File: src/rtl/afg_reg_pkg.sv
// Purpose: shared types and constants for the double-buffered waveform register bank.
// Latency: n/a (declarations only).
// Backpressure: n/a (declarations only).
package afg_reg_pkg;

  // Commit sequencer states: waiting for a request, or armed and waiting for sync.
  typedef enum logic [0:0] {
    IDLE  = 1'b0,
    ARMED = 1'b1
  } commit_state_t;

  localparam int DEF_DATA_W = 12;
  localparam int DEF_NUM_CH = 4;
  localparam int DEF_ADDR_W = 2;

  // Every register in the bank resets to all zeros; replicate this bit to width.
  localparam logic RST_BIT = 1'b0;

endpackage

File: src/rtl/reg_bank_chan.sv
// Purpose: one parameter channel -- shadow word, active word and dirty flag.
// Latency: write lands in shadow next cycle; transfer lands in active next cycle.
// Backpressure: none; writes are always accepted.
module reg_bank_chan
  import afg_reg_pkg::*;
#(
  parameter int DATA_W = DEF_DATA_W
) (
  input  logic              Clock,
  input  logic              Reset,
  input  logic              wr_hit,
  input  logic [DATA_W-1:0] wr_data,
  input  logic              xfer,
  output logic [DATA_W-1:0] active,
  output logic              dirty
);

  logic [DATA_W-1:0] shadow;

  // Shadow/active/dirty update; a write on the transfer edge wins the dirty flag
  // while active still takes the pre-write shadow value.
  always_ff @(posedge Clock) begin
    if (!Reset) begin
      shadow <= {DATA_W{RST_BIT}};
      active <= {DATA_W{RST_BIT}};
      dirty  <= RST_BIT;
    end else begin
      if (xfer && dirty) begin
        active <= shadow;
      end
      if (wr_hit) begin
        shadow <= wr_data;
        dirty  <= 1'b1;
      end else if (xfer) begin
        dirty  <= 1'b0;
      end
    end
  end

endmodule

File: src/rtl/reg_bank_dbuf.sv
// Purpose: double-buffered parameter bank; commits all dirty shadows atomically on sync_pulse.
// Latency: dout_flat updates the cycle after the transfer edge; commit_busy the cycle after commit_req.
// Backpressure: none; writes always accepted, commit_req ignored while armed.
// Optional build macro REG_BANK_FORCE_COMMIT_EN adds force_commit (immediate transfer).
module reg_bank_dbuf
  import afg_reg_pkg::*;
#(
  parameter int DATA_W = DEF_DATA_W,
  parameter int NUM_CH = DEF_NUM_CH,
  parameter int ADDR_W = DEF_ADDR_W
) (
  input  logic                     Clock,
  input  logic                     Reset,
  input  logic                     wr_en,
  input  logic [ADDR_W-1:0]        wr_addr,
  input  logic [DATA_W-1:0]        wr_data,
  input  logic                     commit_req,
  input  logic                     sync_pulse,
`ifdef REG_BANK_FORCE_COMMIT_EN
  input  logic                     force_commit,
`endif
  output logic                     commit_busy,
  output logic                     commit_done,
  output logic [NUM_CH-1:0]        dirty,
  output logic [NUM_CH*DATA_W-1:0] dout_flat
);

  // One extra bit so NUM_CH itself is representable for the range check.
  localparam logic [ADDR_W:0] NUM_CH_W = (ADDR_W+1)'(NUM_CH);

  commit_state_t state_q, state_d;
  logic          xfer;
  logic [ADDR_W:0] addr_ext;

  assign addr_ext = {1'b0, wr_addr};

  // Next-state and transfer-edge decode.
  always_comb begin
    state_d = state_q;
    xfer    = 1'b0;
    case (state_q)
      IDLE: begin
        if (commit_req) state_d = ARMED;
      end
      ARMED: begin
        if (sync_pulse) begin
          xfer    = 1'b1;
          state_d = IDLE;
        end
      end
      default: state_d = IDLE;
    endcase
`ifdef REG_BANK_FORCE_COMMIT_EN
    if (force_commit) begin
      xfer    = 1'b1;
      state_d = IDLE;
    end
`endif
  end

  // State register plus registered busy/done so outputs never see input paths.
  always_ff @(posedge Clock) begin
    if (!Reset) begin
      state_q     <= IDLE;
      commit_busy <= RST_BIT;
      commit_done <= RST_BIT;
    end else begin
      state_q     <= state_d;
      commit_busy <= (state_d == ARMED);
      commit_done <= xfer;
    end
  end

  for (genvar i = 0; i < NUM_CH; i++) begin : g_chan
    logic wr_hit;
    assign wr_hit = wr_en && (addr_ext < NUM_CH_W) && (addr_ext == (ADDR_W+1)'(i));

    reg_bank_chan #(.DATA_W(DATA_W)) u_chan (
      .Clock   (Clock),
      .Reset   (Reset),
      .wr_hit  (wr_hit),
      .wr_data (wr_data),
      .xfer    (xfer),
      .active  (dout_flat[i*DATA_W +: DATA_W]),
      .dirty   (dirty[i])
    );
  end

endmodule

File: config.mk
export PLATFORM = sky130hd
export DESIGN_NAME = reg_bank_dbuf
export DESIGN_NICKNAME = d
export VERILOG_FILES = /design/src/rtl/afg_reg_pkg.sv /design/src/rtl/reg_bank_chan.sv /design/src/rtl/reg_bank_dbuf.sv
export SDC_FILE = /design/constraint.sdc
export NUM_CORES = 1
export LEC_CHECK = 0
export BUFFER_PORTS_ARGS = -buffer_cell sky130_fd_sc_hd__buf_2
export CAP_MARGIN = 10
export CORE_MARGIN = 3
export CORE_UTILIZATION = 59
export CTS_BUF_LIST = sky130_fd_sc_hd__clkbuf_16
export DETAILED_ROUTE_END_ITERATION = 16
export PLACE_DENSITY = 0.94
export SYNTH_ARGS = -nofsm -noshare
export SYNTH_HDL_FRONTEND = slang
export SYNTH_HIERARCHICAL = 1
export SYNTH_SLANG_ARGS = --single-unit
File: constraint.sdc
create_clock -name Clock -period 2.55 [get_ports Clock]
set_input_delay 0.51 -clock Clock [delete_from_list [all_inputs] [get_ports Clock]]
set_output_delay 0.51 -clock Clock [all_outputs]
set_load 0.02 [all_outputs]
==> flow_summary.toml <==
[run_status]
status = "completed"

[critical_path]
arrival_ps = 1220
setup.worst_path.start_class = "flop"
slowest_delay_ps = 620
crit_family = "flip-flops"
cp.required_ps = 2040
crit_path_end_kind = "output port"
worstSetupPathType = "flop to output port"
reg2reg_from = "state_q$_SDFF_PN0_"
crit_chain = "buf_2"
r2r-end = "g_chan[0].u_chan/active[0]$_SDFFE_PN0P_"
cp_num_buf_inv = 1
cp_max_fo = 15
slowest_stage = "dfxtp_1"
reg2reg_slack_ps = 1060
reg2reg_depth = 4

[min_path]
hold_end = "state_q$_SDFF_PN0_"
hold_class = "input pin to flop"
min_from = "commit_req"
whs_path_depth = 3

[floorplanning]
die_h_um = 88.65
fp.coreArea_mm2 = 0.006495
die_area_mm2 = 0.007859
rows = 29
initial_core_util_pct = 62.05
die_w_um = 88.65
boundaryPins = 73

[finish]
antenna_cells = 0
layoutNonFillerInstCount = 535
nNetsFinal = 473
drive_gt1_share_pct = 22.49
final_util_pct = 70.08
areaGrowthSynthToFinish_pct = 12.95

[logic_synthesis]
yosysMostFrequentCell = "dfxtp_1"
syn_nets = 419
synthTopCellsByCount = "dfxtp_1 (102), nor2b_1 (52), nand2_1 (49)"
syn_area_mm2 = 0.004030
synthArstFlopShare_pct = 0
synth_seq_cells = 102
synth_edf_count = 0
synth_ff_type = "dfxtp_1"
synth_warnings = 6
yosys-top-cells-area = "dfxtp_1 (51%), mux2i_1 (12%), nor2b_1 (8.1%)"
synth_cell_types = 22
synth_cells = 400
syn_area_per_cell_um2 = 10.08
synth.largest_area_cell = "dfxtp_1"
yosysTopAreaCellShare_pct = 50.67
ys_seq_area_share_pct = 50.67

[clock_network]
postCtsSetupRepairBufs = 0
cts-root-buf = "clkbuf_16"
clk_latency_ps = 330
post_cts_resized = 0
clk_pin_slew_ps = 60
cts.sinks = 102
cts_tree = "yes"
htree_levels = 3
cts_buffer_depth = 2
numCtsBuffers = 9
holdBufCountCts = 0

[timing]
relSlewSlack_pct = 50.61
fin_crit_sh_pct = 67.85
fmax_mhz = 578.0
rsz0062_at_grt = "false"
finalHoldViolCount = 0
period_needed_ps = 1730
whs_ps = 436.9
tightest_slew_ps = 740.8
setup_viol = 0
drv_slew = 0
fin_skew_ps = 5.097
tns_ps = 0

[detailed_routing]
post-route-drc-count = 0
ant_nets = 0
drt_iter0_markers = 198
wl_per_cell_um = 15.37
vias_per_cell = 5.469
wirelength_mm = 8.225
vias = 2926
first_pass_iters = 5

[global_route]
grt_overflow = 0
antenna_found_initial = 0
grt_util_all_layers_pct = 21.60
grt_pass1_wl_mm = 13.06
grt_max_degree = 151
grt_pass1_vias = 2532

[power]
total_power_w = 0.003250
powerDensity_mw_per_mm2 = 714.0
p_leak_nw = 1.778
peakVddDrop_mv = 0.4471

[place]
portBuffers = 72
routabilityCongestion = 0.7386
hpwlAfterDp_mm = 5.390
dp.cells = 520

[job]
cap_violations = 0
[registers in the layout, summed over array words and instances (netlist names)]
register / flops
g_chan.u_chan/dirty: 4
commit_done: 1
g_chan.u_chan/shadow: 48
g_chan.u_chan/active: 48
state_q: 1
[power by group]
part / leakage, nW / internal, W / switching (W)
clock network: 0.144 / 0.000852 / 0.000559
logic: 0.809 / 0.0000754 / 0.000111
registers: 0.826 / 0.00162 / 0.0000288
[how the worst max path moves through the flow]
stage	startpoint	end	slack, ps	depth (start not counted)
2_1_floorplan	wr_addr[1]	g_chan[0].u_chan/shadow[10]$_SDFFE_PN0P_	1210	5
3_3_place_gp	wr_addr[1]	g_chan[1].u_chan/shadow[11]$_SDFFE_PN0P_	850	4
3_5_place_dp	wr_addr[1]	g_chan[1].u_chan/shadow[3]$_SDFFE_PN0P_	760	4
4_1_cts	g_chan[2].u_chan/dirty$_SDFFE_PN0P_	dirty[2]	830	1
5_1_grt	g_chan[0].u_chan/dirty$_SDFFE_PN0P_	dirty[0]	760	1
6_report	g_chan[0].u_chan/dirty$_SDFFE_PN0P_	dirty[0]	820	1
[per-stage QoR]
step	instance area (um2)	worst slack (ps)
floorplan	4030	1207
global placement	4239	847.7
detailed placement	4239	762.8
CTS	4552	827.8
global route	4552	755.6
finish	4552	819.8
[cell usage in the layout, fill, tap and decap left out, drive strengths merged]
| cell | n |
|---|---|
| and3 | 2 |
| mux2i | 48 |
| and2 | 5 |
| and3b | 1 |
| nor2b | 52 |
| clkbuf | 9 |
| nor2 | 1 |
| nand2b | 2 |
| dfxtp | 102 |
| a21boi | 1 |
| nor3b | 1 |
| bufinv | 2 |
| o21ai | 48 |
| clkinv | 1 |
| nand2 | 49 |
| clkinvlp | 3 |
| nand4 | 48 |
| buf | 79 |
| o21a | 4 |
[cell families (layout without fill, tap and decap cells)]
group | Yosys count | count (layout) | synth area share, %
AND/OR/NAND/NOR | 161 | 161 | 22.48
buffers and inverters | 36 | 94 | 7.948
AO/OA/AOI/OAI | 53 | 53 | 6.985
flip-flops | 102 | 102 | 50.67
multiplexers | 48 | 48 | 11.92
[routing by layer]
| layer | track usage (%) | up-vias | part of all wire [%] |
|---|---|---|---|
| li1 | - | 1486 | - |
| met1 | 32.03 | 1337 | 48 |
| met2 | 31.11 | 92 | 44 |
| met3 | 3.631 | 11 | 5.7 |
| met4 | 8.654 | 0 | 1.8 |
| met5 | 0 | - | 0 |
[cell type report]
cell class | count | area (um2)
clock buffers | 9 | 225.2
clock inverters | 6 | 87.58
fillers | 471 | 1943
multi-input cells | 262 | 1673
flip-flops and latches | 102 | 2042
well taps | 77 | 96.34
repair buffers | 79 | 427.9
[worst register-to-register path: stages (launching register included)]
cell	delay, ps
dfxtp_1	370
and2_2	530
buf_4	290
nand4_1	110
o21ai_1	120
Note: power is estimated with default switching activity, not from simulation.
